`src/rtl/mbist_pkg.sv`:
```
// Shared encodings for the March C- BIST controller: FSM states, memory op codes
// and the six-element March C- table.
package mbist_pkg;

    typedef enum logic [2:0] {
        ST_IDLE,
        ST_ELEM_START,
        ST_OP,
        ST_DRAIN,
        ST_DONE
    } state_e;

    typedef enum logic [2:0] {
        OP_NOP,
        OP_W0,
        OP_W1,
        OP_R0,
        OP_R1
    } op_e;

    typedef struct packed {
        logic       dir_up;
        logic [1:0] nops;
        op_e        op0;
        op_e        op1;
    } elem_t;

    localparam logic [2:0] LAST_ELEM = 3'd5;

    function automatic elem_t march_elem(input logic [2:0] idx);
        elem_t e;
        case (idx)
            3'd0:    e = '{dir_up: 1'b1, nops: 2'd1, op0: OP_W0, op1: OP_NOP};
            3'd1:    e = '{dir_up: 1'b1, nops: 2'd2, op0: OP_R0, op1: OP_W1};
            3'd2:    e = '{dir_up: 1'b1, nops: 2'd2, op0: OP_R1, op1: OP_W0};
            3'd3:    e = '{dir_up: 1'b0, nops: 2'd2, op0: OP_R0, op1: OP_W1};
            3'd4:    e = '{dir_up: 1'b0, nops: 2'd2, op0: OP_R1, op1: OP_W0};
            3'd5:    e = '{dir_up: 1'b1, nops: 2'd1, op0: OP_R0, op1: OP_NOP};
            default: e = '{dir_up: 1'b1, nops: 2'd1, op0: OP_NOP, op1: OP_NOP};
        endcase
        return e;
    endfunction

endpackage

```
`src/rtl/mbist_rdcmp.sv`:
```
// Read-compare pipeline: captures expected data with the read strobe, compares the
// returning data one cycle later and latches the first mismatch.
module mbist_rdcmp #(
    parameter int ADDR_WIDTH = 8,
    parameter int DATA_WIDTH = 8
) (
    input  logic                  clk,
    input  logic                  reset,
    input  logic                  clr,
    input  logic                  rd_en,
    input  logic [DATA_WIDTH-1:0] rd_exp,
    input  logic [ADDR_WIDTH-1:0] rd_addr,
    input  logic [2:0]            rd_elem,
    input  logic [DATA_WIDTH-1:0] rdata,
    output logic                  fail,
    output logic [ADDR_WIDTH-1:0] fail_addr,
    output logic [2:0]            fail_elem
);

    logic                  pend_q;
    logic [DATA_WIDTH-1:0] exp_q;
    logic [ADDR_WIDTH-1:0] addr_q;
    logic [2:0]            elem_q;
    logic                  fail_q, fail_d;
    logic [ADDR_WIDTH-1:0] faddr_q, faddr_d;
    logic [2:0]            felem_q, felem_d;

    // Only the first mismatch is recorded; fail stays set until cleared.
    always_comb begin
        fail_d  = fail_q;
        faddr_d = faddr_q;
        felem_d = felem_q;
        if (pend_q && (rdata != exp_q) && !fail_q) begin
            fail_d  = 1'b1;
            faddr_d = addr_q;
            felem_d = elem_q;
        end
    end

    always_ff @(posedge clk) begin
        if (reset || clr) begin
            pend_q  <= 1'b0;
            exp_q   <= '0;
            addr_q  <= '0;
            elem_q  <= '0;
            fail_q  <= 1'b0;
            faddr_q <= '0;
            felem_q <= '0;
        end else begin
            pend_q  <= rd_en;
            exp_q   <= rd_exp;
            addr_q  <= rd_addr;
            elem_q  <= rd_elem;
            fail_q  <= fail_d;
            faddr_q <= faddr_d;
            felem_q <= felem_d;
        end
    end

    assign fail      = fail_q;
    assign fail_addr = faddr_q;
    assign fail_elem = felem_q;

endmodule

```
`src/rtl/mbist_march_ctrl.sv`:
```
// March C- memory BIST sequencer driving an external address generator and RAM,
// with registered read compare and first-fail capture.
module mbist_march_ctrl
    import mbist_pkg::*;
#(
    parameter int ADDR_WIDTH = 8,
    parameter int DATA_WIDTH = 8
) (
    input  logic                  clk,
    input  logic                  reset,
    input  logic                  start,
    input  logic                  sweep_done,
    input  logic [ADDR_WIDTH-1:0] addr,
    input  logic [DATA_WIDTH-1:0] mem_rdata,
    output logic                  start_elem,
    output logic                  dir_up,
    output logic                  addr_step,
    output logic                  mem_we,
    output logic                  mem_re,
    output logic [DATA_WIDTH-1:0] mem_wdata,
    output logic                  busy,
    output logic                  done,
    output logic                  fail,
    output logic [ADDR_WIDTH-1:0] fail_addr,
    output logic [2:0]            fail_elem
);

    state_e     state_q, state_d;
    logic [2:0] elem_q, elem_d;
    logic       op_q, op_d;
    logic       sweep_q, sweep_d;
    logic       clr;

    elem_t cur;
    op_e   cur_op;
    logic  last_op, at_end, noop, in_op;

    assign cur     = march_elem(elem_q);
    assign cur_op  = op_q ? cur.op1 : cur.op0;
    assign last_op = ({1'b0, op_q} == (cur.nops - 2'd1));
    assign at_end  = cur.dir_up ? (addr == {ADDR_WIDTH{1'b1}}) : (addr == '0);
    // sweep_q mirrors the generator's sweep_done from our own step history, so the
    // post-sweep idle cycle is decoded from registers rather than from the input.
    assign noop    = !op_q && sweep_q;
    assign in_op   = (state_q == ST_OP) && !noop;

    always_ff @(posedge clk) begin
        if (reset) begin
            state_q <= ST_IDLE;
            elem_q  <= '0;
            op_q    <= 1'b0;
            sweep_q <= 1'b0;
        end else begin
            state_q <= state_d;
            elem_q  <= elem_d;
            op_q    <= op_d;
            sweep_q <= sweep_d;
        end
    end

    always_comb begin
        state_d = state_q;
        elem_d  = elem_q;
        op_d    = op_q;
        sweep_d = sweep_q;
        clr     = 1'b0;
        case (state_q)
            ST_IDLE, ST_DONE: begin
                if (start) begin
                    state_d = ST_ELEM_START;
                    elem_d  = '0;
                    op_d    = 1'b0;
                    sweep_d = 1'b0;
                    clr     = 1'b1;
                end
            end
            ST_ELEM_START: begin
                state_d = ST_OP;
                op_d    = 1'b0;
                sweep_d = 1'b0;
            end
            ST_OP: begin
                if (!op_q && sweep_done) begin
                    if (elem_q == LAST_ELEM) begin
                        state_d = ST_DRAIN;
                    end else begin
                        state_d = ST_ELEM_START;
                        elem_d  = elem_q + 3'd1;
                    end
                end else if (!noop) begin
                    if (last_op) begin
                        op_d = 1'b0;
                        if (at_end) sweep_d = 1'b1;
                    end else begin
                        op_d = 1'b1;
                    end
                end
            end
            ST_DRAIN: state_d = ST_DONE;
            default:  state_d = ST_IDLE;
        endcase
    end

    always_comb begin
        start_elem = (state_q == ST_ELEM_START);
        busy       = (state_q == ST_ELEM_START) || (state_q == ST_OP) || (state_q == ST_DRAIN);
        done       = (state_q == ST_DONE);
        dir_up     = ((state_q == ST_IDLE) || (state_q == ST_DONE)) ? 1'b1 : cur.dir_up;
        mem_we     = in_op && ((cur_op == OP_W0) || (cur_op == OP_W1));
        mem_re     = in_op && ((cur_op == OP_R0) || (cur_op == OP_R1));
        mem_wdata  = (in_op && (cur_op == OP_W1)) ? {DATA_WIDTH{1'b1}} : '0;
        addr_step  = in_op && last_op;
    end

    mbist_rdcmp #(
        .ADDR_WIDTH(ADDR_WIDTH),
        .DATA_WIDTH(DATA_WIDTH)
    ) u_rdcmp (
        .clk       (clk),
        .reset     (reset),
        .clr       (clr),
        .rd_en     (mem_re),
        .rd_exp    ({DATA_WIDTH{cur_op == OP_R1}}),
        .rd_addr   (addr),
        .rd_elem   (elem_q),
        .rdata     (mem_rdata),
        .fail      (fail),
        .fail_addr (fail_addr),
        .fail_elem (fail_elem)
    );

endmodule

```
`config.mk`:
```
export PLATFORM = sky130hd
export DESIGN_NAME = mbist_march_ctrl
export DESIGN_NICKNAME = d
export VERILOG_FILES = /design/src/rtl/mbist_pkg.sv /design/src/rtl/mbist_rdcmp.sv /design/src/rtl/mbist_march_ctrl.sv
export SDC_FILE = /design/constraint.sdc
export NUM_CORES = 1
export LEC_CHECK = 0
export CORE_ASPECT_RATIO = 1.1
export CORE_MARGIN = 3
export CORE_UTILIZATION = 48
export CTS_CLUSTER_SIZE = 16
export DETAILED_ROUTE_END_ITERATION = 12
export PLACE_DENSITY = 0.76
export SYNTH_ARGS = -nofsm -noshare
export SYNTH_HDL_FRONTEND = slang
export SYNTH_SLANG_ARGS = --single-unit
```
`constraint.sdc`:
```
create_clock -name clk -period 3 [get_ports clk]
set_input_delay 0.6 -clock clk [delete_from_list [all_inputs] [get_ports clk]]
set_output_delay 0.6 -clock clk [all_outputs]
set_load 0.02 [all_outputs]
```
* Word level (Yosys, flattened, before mapping)
Cells that the tools add are included. Widths: inputs -> output; s select.
Storage, ports and cells: latch bits 0, bits of input ports 20, register bits after elaboration 33, word-level logic and storage cells 89, memories 0, output and inout bits 27, RAM bits 0, memory bits (read-only) 0
Operators by class: muxes and demuxes 25, add/subtract/negate cells 2, div/mod/pow operators 0, shift-type cells 0, equal/unequal tests 23, bitwise logic cells 0, reduce and logical (&&, ||, !) cells 28, order comparisons 0, $mul 0
Operators by type and width (number):
- $pmux 9 s6 | 1
- $eq 3x2->1 const B | 6
- $mux 3 | 6
- $eq 3x3->1 const B | 4
- $mux 1 | 12
- $ne 2x2->1 const B | 6
- $pmux 3 s4 | 1
- $eq 3x1->1 const B | 3
- $logic_and 1x1->1 | 9
- $eq 8x8->1 const B | 1
- $logic_not 8->1 | 1
- $mux 8 | 1
- $ne 8x8->1 | 1
- $reduce_and 4->1 | 2
- $logic_not 3->1 | 2
- $logic_or 1x1->1 | 6
- $pmux 1 s3 | 2
- $pmux 3 s2 | 1
- $reduce_and 6->1 | 1
- $add 3x1->3 const B | 1
- $logic_not 1->1 | 3
- $reduce_bool 3->1 | 1
- $eq 1x2->1 | 1
- $mux 2 | 1
- other kinds (5) | 5

* Logic depth before layout (Yosys ltp)
Gate-level depths: netlist (run 1).
depth in word-level cells 8, mapped depth 8, depth with buffers taken out 6

* Modules after synthesis
A second synthesis (run 1) with hierarchy kept.
Unflattened totals: cells, all modules 215, area total of the unflattened synthesis 1973.1 µm²
By module, submodules not included:
- mbist_rdcmp | cells each 104, times used 1, area an instance 1106.1 µm², sequential area each 640.6 µm²
- mbist_march_ctrl | cells each 111, times used 1, area an instance 867.1 µm², sequential area each 160.2 µm²

* Worst setup path before layout (run 1)
OpenSTA, ideal clock, no wires.
kind register to output, from register elem_q[0], to output mem_wdata[1], required time 2400 ps, stages on the path, launching flop included 7, slack 221 ps, data arrival time 2179 ps, path through dfxtp_1 > inv_1 > ha_1 > mux2i_1 > a22oi_1 > a21oi_1 > buf_4
On the way: longest elaborated chain between the ends 6
Ends and longest elaborated chain:
- from (decl) | line mbist_march_ctrl.sv:29 | logic [2:0] elem_q, elem_d;
- from (signal assigned) | line mbist_march_ctrl.sv:55 | elem_q <= elem_d;
- $eq 3x3->1 (tied with other cells) | line mbist_pkg.sv:32 | case (idx)
- $pmux 9 s6 (*) | line mbist_pkg.sv:32
- $mux 3 (*) | line mbist_march_ctrl.sv:39 | assign cur_op = op_q ? cur.op1 : cur.op0;
- $eq 3x2->1 (*) | line mbist_march_ctrl.sv:111 | mem_wdata = (in_op && (cur_op == OP_W1)) ? {DATA_WIDTH{1'b1}} : '0;
- $logic_and 1x1->1 (*) | line mbist_march_ctrl.sv:111
- $mux 8 (*) | line mbist_march_ctrl.sv:111
- to (decl) | line mbist_march_ctrl.sv:20 | output logic [DATA_WIDTH-1:0] mem_wdata,
Mark *: on every way between the ends. The rest lies on a longest branch, timed or not.

* Worst setup path after layout (run 1)
from register elem_q[0], to output mem_re
On the way: longest elaborated chain between the ends 6
Ends and longest elaborated chain:
- $eq 3x3->1 (tied with other cells) | line mbist_pkg.sv:32
- $pmux 9 s6 (*) | line mbist_pkg.sv:32
- $mux 3 (*) | line mbist_march_ctrl.sv:39
- $eq 3x2->1 or $eq 3x3->1 (tied branches) | line mbist_march_ctrl.sv:110 | mem_re = in_op && ((cur_op == OP_R0) || (cur_op == OP_R1));
- $logic_or 1x1->1 (*) | line mbist_march_ctrl.sv:110
- $logic_and 1x1->1 (*) | line mbist_march_ctrl.sv:110
- to (decl) | line mbist_march_ctrl.sv:19 | output logic mem_re,
Marks and branches as above.

==> flow_metrics.tcl, run 1 <==
set metrics [dict create \
    die-area_um2 4470 \
    numPortBuffers 46 \
    clkSlewWorstSetupHoldPaths_ns 0.10 \
    wl_met2_um 1830 \
    crit_fanout 3 \
    fp.dieW_um 64.1 \
    yosysSeqAreaShare_pct 37.1 \
    dpl.hpwl_um 2850 \
    status "finished, final reports clean" \
    ant_nets 0 \
    worstReg2RegEnd "u_rdcmp.pend_q$_SDFF_PP0_" \
    cts.sinks 33 \
    synth-main-ff-cell "dfxtp_1" \
    nNetsFinal 287 \
    met1_length_um 1830 \
    cts_buffers 5 \
    endpoint_kind "primary output" \
    drive_gt1_share_pct 21.7 \
    start_util_pct 51.7 \
    wire_per_inst_um 12.5 \
    fin_worst_skew_ns 0.0107 \
    insertion_delay_ns 0.32 \
    drt_iter0_drc 88 \
    core_area_um2 3440 \
    worstMarginPinSlew_ns 0.992 \
    r2r_slack_ns 0.97 \
    place_congestion 0.816 \
    wl_um 3880 \
    yosys_warnings 0 \
    holdPathEnd "u_rdcmp.fail_addr[2]$_SDFFE_PP0P_" \
    worstSetupPathType "reg2out" \
    p_total_mw 0.926 \
    io_pins 47 \
    slew_violations 0 \
    grt_usage_pct 18.3 \
    r2r-start "elem_q[0]$_SDFFE_PP0P_" \
    drc_errors 0 \
    maxCapViolCount 0 \
    dr.pass1.iters 5 \
    grt_pass1_wl_um 6690 \
    synthCells 204 \
    ir_drop_v 0.000299 \
    insertedDiodeCount 0 \
    p_leak_nw 0.916 \
    start_kind "flop" \
    grt_pass1_vias 1485 \
    fin_crit_sh_pct 96.8 \
    gr-total-overflow 0 \
    setup_viol 0 \
    max_slew_margin_pct 33.8 \
    synth-seq-cells 33 \
    async_reset_ff_share_pct 0 \
    synthesis.area_um2 1780 \
    clock_path_buffers 2 \
    met3_length_um 203 \
    cts_htree_levels 2 \
    placed_area_um2 2350 \
    antenna_found_initial 0 \
    min_delay_path_depth 2 \
    grt_max_degree 37 \
    hold_path_class "reg2reg" \
    worst_ep_required_time_ns 2.40 \
    vias 1580 \
    row_count 22 \
    synth_edf_count 0 \
    via_per_inst 5.08 \
    hold_viol_final 0 \
    post-route-min-period_ns 2.90 \
    min-delay-start "u_rdcmp.addr_q[2]$_SDFF_PP0_" \
    rr_worst_depth 8 \
    syn2layout_area_growth_pct 36.1 \
    cts_tree "yes" \
    cts_root_buffer "clkbuf_4" \
    top_layer "met4" \
    die_height_um 69.9 \
    syn_avg_cell_area_um2 8.72 \
    synthesis.nets 229 \
    stdcell_area_um2 2420 \
    cp.arrival_ns 2.30 \
    power_density_nw_per_um2 382 \
    synth_cell_types 47 \
    fmax_mhz 344 \
]
synthesized netlist by cell type (3+ instances only):
cell type / instances / share of area (%)
nor3_1: 4 / 1.1
nor2_1: 8 / 1.7
clkbuf_1: 5 / 1.1
ha_1: 5 / 3.5
o21ai_0: 5 / 1.4
nor4_1: 4 / 1.4
nand4_1: 4 / 1.4
buf_4: 9 / 3.8
nand2_1: 31 / 6.5
nor3b_1: 3 / 1.3
dfxtp_1: 33 / 37
mux2i_1: 14 / 7.9
and2_1: 15 / 5.3
nand3_1: 4 / 1.1
inv_1: 8 / 1.7
a21oi_1: 10 / 2.8
nand2b_1: 6 / 2.1
worst max-delay path, stage by stage (launching register included):
cell,delay [ns]
dfxtp_2,0.34
ha_1,0.21
ha_1,0.20
or3_4,0.39
a2111oi_4,0.32
a21bo_2,0.28
a21boi_2,0.11
buf_4,0.15
logic make-up after synthesis:
group                      count (synthesis)  share of synthesized area [%]
muxes                                     14                           7.88
adders and majority gates                  5                           3.52
and+or+nand+nor                           92                           28.3
AOI/OAI and AO/OA                         35                           15.1
DFF                                       33                           37.1
buffers and inverters                     25                           8.09
power breakdown:
| part | total [mW] | internal [mW] | leakage, nW | switching [mW] |
|---|---|---|---|---|
| registers | 0.453 | 0.448 | 0.269 | 0.00553 |
| logic | 0.135 | 0.0665 | 0.602 | 0.0682 |
| clock network | 0.338 | 0.199 | 0.0455 | 0.139 |
| total | 0.926 | 0.713 | 0.916 | 0.213 |
cell usage in the layout, fill, tap and decap left out, types with 2 or more instances in the layout:
cell             count
nand4_1              4
a21oi_1              8
inv_1                8
o21ai_0              5
clkbuf_4             5
nor3b_1              3
nor2b_1              2
nand3_1              4
ha_1                 4
a21oi_2              3
nand2_1             31
nor2_1               8
buf_4               23
mux2i_1             14
nand2b_1             6
or3_4                2
buf_2                9
clkdlybuf4s50_1     34
and2_1              15
dfxtp_1             31
nor3_1               4
nor4_1               4
dfxtp_2              2
or2_2                2
routing by layer:
metal | track usage [%] | vias to the layer above
met5 | 0 | -
met4 | 4.32 | 0
met3 | 4.50 | 2
met2 | 29.3 | 44
met1 | 24.6 | 714
li1 | - | 820
flip-flops by register name (all words and copies together), names as in the netlist:
signal and count:
op_q 1, u_rdcmp.addr_q 8, u_rdcmp.elem_q 3, state_q 3
u_rdcmp.fail 1, sweep_q 1, elem_q 3, u_rdcmp.pend_q 1
u_rdcmp.fail_elem 3, u_rdcmp.exp_q 1, u_rdcmp.fail_addr 8
through the flow:
step | TNS [ns] | setup slack [ns] | hold WS, ns | cells | util, %
after floorplan | 0 | 0.221 | 0.424 | 204 | -
after global placement | -0.0559 | -0.0179 | 0.426 | 301 | 68.4
after global routing | -0.0294 | -0.0294 | 0.465 | 311 | 70.4
after CTS | 0 | 0.0279 | 0.449 | 309 | 69.5
final | 0 | 0.0967 | 0.445 | 311 | 70.4
after detailed placement | -0.421 | -0.0516 | 0.434 | 301 | 68.4
area by class of cell:
class,count,area [um^2]
inverter,8,30.0
sequential,33,663
timing repair buffer,68,579
clock buffer,7,55.1
multi-input combinational,146,1000
fill,280,1020
clock inverter,1,30.0
tap,48,60.1
worst max path at each step:
stage | from | to | depth (start not counted)
5_1_grt | elem_q[0]$_SDFFE_PP0P_ | mem_re | 7
6_report | elem_q[0]$_SDFFE_PP0P_ | mem_re | 7
3_3_place_gp | elem_q[0]$_SDFFE_PP0P_ | mem_re | 7
2_1_floorplan | elem_q[0]$_SDFFE_PP0P_ | mem_wdata[1] | 6
4_1_cts | elem_q[0]$_SDFFE_PP0P_ | dir_up | 7
3_5_place_dp | elem_q[0]$_SDFFE_PP0P_ | mem_re | 7
repair_timing:
action | 4_1_cts | 5_1_grt
pin swaps | 0 | 2
endpoints found under the setup margin | 11 | 12
buffers inserted | 0 | 2
gates resized for setup | 42 | 6
hold buffers | 0 | 0
No activity file was read; power rests on OpenSTA's default activity.
==> run 2, diff against run 1 <==
--- a/config.mk
+++ b/config.mk
@@ -7,10 +7,10 @@
 export LEC_CHECK = 0
 export CORE_ASPECT_RATIO = 1.1
 export CORE_MARGIN = 3
-export CORE_UTILIZATION = 48
+export CORE_UTILIZATION = 43
 export CTS_CLUSTER_SIZE = 16
 export DETAILED_ROUTE_END_ITERATION = 12
-export PLACE_DENSITY = 0.76
+export PLACE_DENSITY = 0.78
 export SYNTH_ARGS = -nofsm -noshare
 export SYNTH_HDL_FRONTEND = slang
 export SYNTH_SLANG_ARGS = --single-unit
==> constraint.sdc (replaced) <==
create_clock -name clk -period 2.6 [get_ports clk]
set_input_delay 0.52 -clock clk [delete_from_list [all_inputs] [get_ports clk]]
set_output_delay 0.52 -clock clk [all_outputs]
set_load 0.02 [all_outputs]
==> flow_metrics.tcl, run 2 (synthesis results as in run 1) <==
set metrics [dict create \
    place_congestion 0.840 \
    switching_share_pct 26.2 \
    start_kind "flop" \
    max_slew_margin_pct 35.5 \
    hold_buffers 0 \
    fin_ws_ns -0.125 \
    power.share.clock_pct 35.0 \
    core_area_um2 3800 \
    cts.sinks 33 \
    fin_worst_skew_ns 0.00529 \
    fmax_mhz 367 \
    power_density_nw_per_um2 407 \
    endpoint_kind "primary output" \
    grt_max_degree 37 \
    io_pins 47 \
    gr-total-overflow 0 \
    worstMarginPinSlew_ns 0.967 \
    p_seq_share_pct 49.1 \
    placed_area_um2 2420 \
    vias 1666 \
    grt_usage_pct 18.4 \
    cts_tree "yes" \
    p_total_mw 1.06 \
    cp.arrival_ns 2.20 \
    drt_iter0_drc 80 \
    stdcell_area_um2 2610 \
    min-delay-start "u_rdcmp.elem_q[2]$_SDFF_PP0_" \
    insertion_delay_ns 0.28 \
    numPortBuffers 46 \
    p_leak_nw 0.962 \
    row_count 23 \
    worstSetupPathType "reg2out" \
    wl_um 4220 \
    ir_drop_v 0.000284 \
    r2r-start "elem_q[1]$_SDFFE_PP0P_" \
    nNetsFinal 295 \
    die_height_um 73.5 \
    ant_nets 0 \
    fill_cells 323 \
    rsz0062_at_grt "yes" \
    dpl.hpwl_um 2970 \
    post-route-min-period_ns 2.72 \
    final_common_cell "clkdlybuf4s50_1" \
    via_per_inst 5.19 \
    maxCapViolCount 0 \
    die-area_um2 4950 \
    status "complete, but fails checks" \
    power.internal_mw 0.784 \
    insertedDiodeCount 0 \
    crit_path_start "elem_q[1]$_SDFFE_PP0P_" \
    violations "setup timing" \
    dr.pass1.iters 4 \
    crit_fanout 4 \
    setup_viol 10 \
    wire_per_inst_um 13.1 \
    final_cell_mix "clkdlybuf4s50_1, dfxtp_1, nand2_1, buf_4, and2_1" \
    power_frac_comb_pct 16.0 \
    cts_root_buffer "clkbuf_8" \
    fin_crit_sh_pct 105 \
    drive_gt1_share_pct 28.0 \
    cts_buffers 5 \
    switching_power_mw 0.278 \
    drc_errors 0 \
    worst_ep_required_time_ns 2.08 \
    syn2layout_area_growth_pct 46.8 \
    clock_path_buffers 2 \
    fp.dieW_um 67.3 \
    finish.utilization_pct 68.7 \
    start_util_pct 46.8 \
    hold_path_class "reg2reg" \
    slew_violations 0 \
    antenna_found_initial 0 \
    cts_htree_levels 2 \
    grt_pass1_vias 1559 \
    grt_pass1_wl_um 7120 \
    clkSlewWorstSetupHoldPaths_ns 0.07 \
    hold_viol_final 0 \
]
run 2: changes by cell type in the layout (fill, tap and decap cells not counted), moves of 4 or more:
cell      before  now
buf_2          9    4
ha_1           4    0
ha_4           0    5
buf_4         23   30
clkbuf_8       1    5
buf_6          0    7
clkbuf_4       5    0
run 2: power groups by stage:
| stage | Sequential, mW | Combinational, mW | Clock (mW) |
|---|---|---|---|
| floorplan | 0.534 | 0.0861 | 0 |
| global placement | 0.533 | 0.161 | 0 |
| detailed placement | 0.534 | 0.163 | 0 |
| CTS | 0.521 | 0.168 | 0.378 |
| global route | 0.523 | 0.186 | 0.404 |
| finish | 0.521 | 0.169 | 0.371 |
run 2: critical path, stage by stage, from the launching register on:
cell and delay [ns]:
dfxtp_4 0.37, ha_4 0.17, ha_4 0.16, or3_4 0.35, a311o_1 0.43, and3_4 0.22, nor3_4 0.11, buf_6 0.13
run 2: final cells by class:
class	count	area, um^2	share of cell area, %
tap	50	62.6	2.40
inverter	8	30.0	1.15
clock buffer	5	68.8	2.64
multi-input combinational	146	1090	41.8
sequential	33	668	25.6
clock inverter	3	17.5	0.671
timing repair buffer	76	673	25.8
run 2: routing by layer:
| metal | global-route usage [%] | vias up | wire [um] |
|---|---|---|---|
| met3 | 5.35 | 4 | 199 |
| li1 | - | 836 | - |
| met5 | 0 | - | 0 |
| met4 | 4.05 | 0 | 27 |
| met1 | 23.6 | 793 | 1850 |
| met2 | 30.6 | 33 | 2140 |
run 2: final timing paths:
kind | endpoint | slack, ns | cells past startpoint
max | mem_we | -0.12 | 7
min | u_rdcmp.fail_elem[2]$_SDFFE_PP0P_ | 0.44 | 2
max reg2reg | sweep_q$_SDFFE_PP0P_ | 0.68 | 9
min reg2reg | u_rdcmp.fail_elem[2]$_SDFFE_PP0P_ | 0.44 | 2
run 2: per-stage QoR:
step           std cells  TNS (ns)  setup WS [ns]  hold WS, ns
3_5_place_dp         310     -2.94         -0.426        0.434
3_3_place_gp         310     -2.45         -0.381        0.425
2_1_floorplan        204         0         0.0270        0.424
5_1_grt              321    -0.932         -0.183        0.467
4_1_cts              321    -0.170        -0.0896        0.444
6_report             321    -0.323         -0.125        0.442
run 2: what timing repair did:
| item | 4_1_cts | 5_1_grt |
|---|---|---|
| endpoints found under the setup margin | 12 | 12 |
| setup buffers | 3 | 0 |
| gates resized for setup | 67 | 14 |
| pin swaps | 4 | 3 |
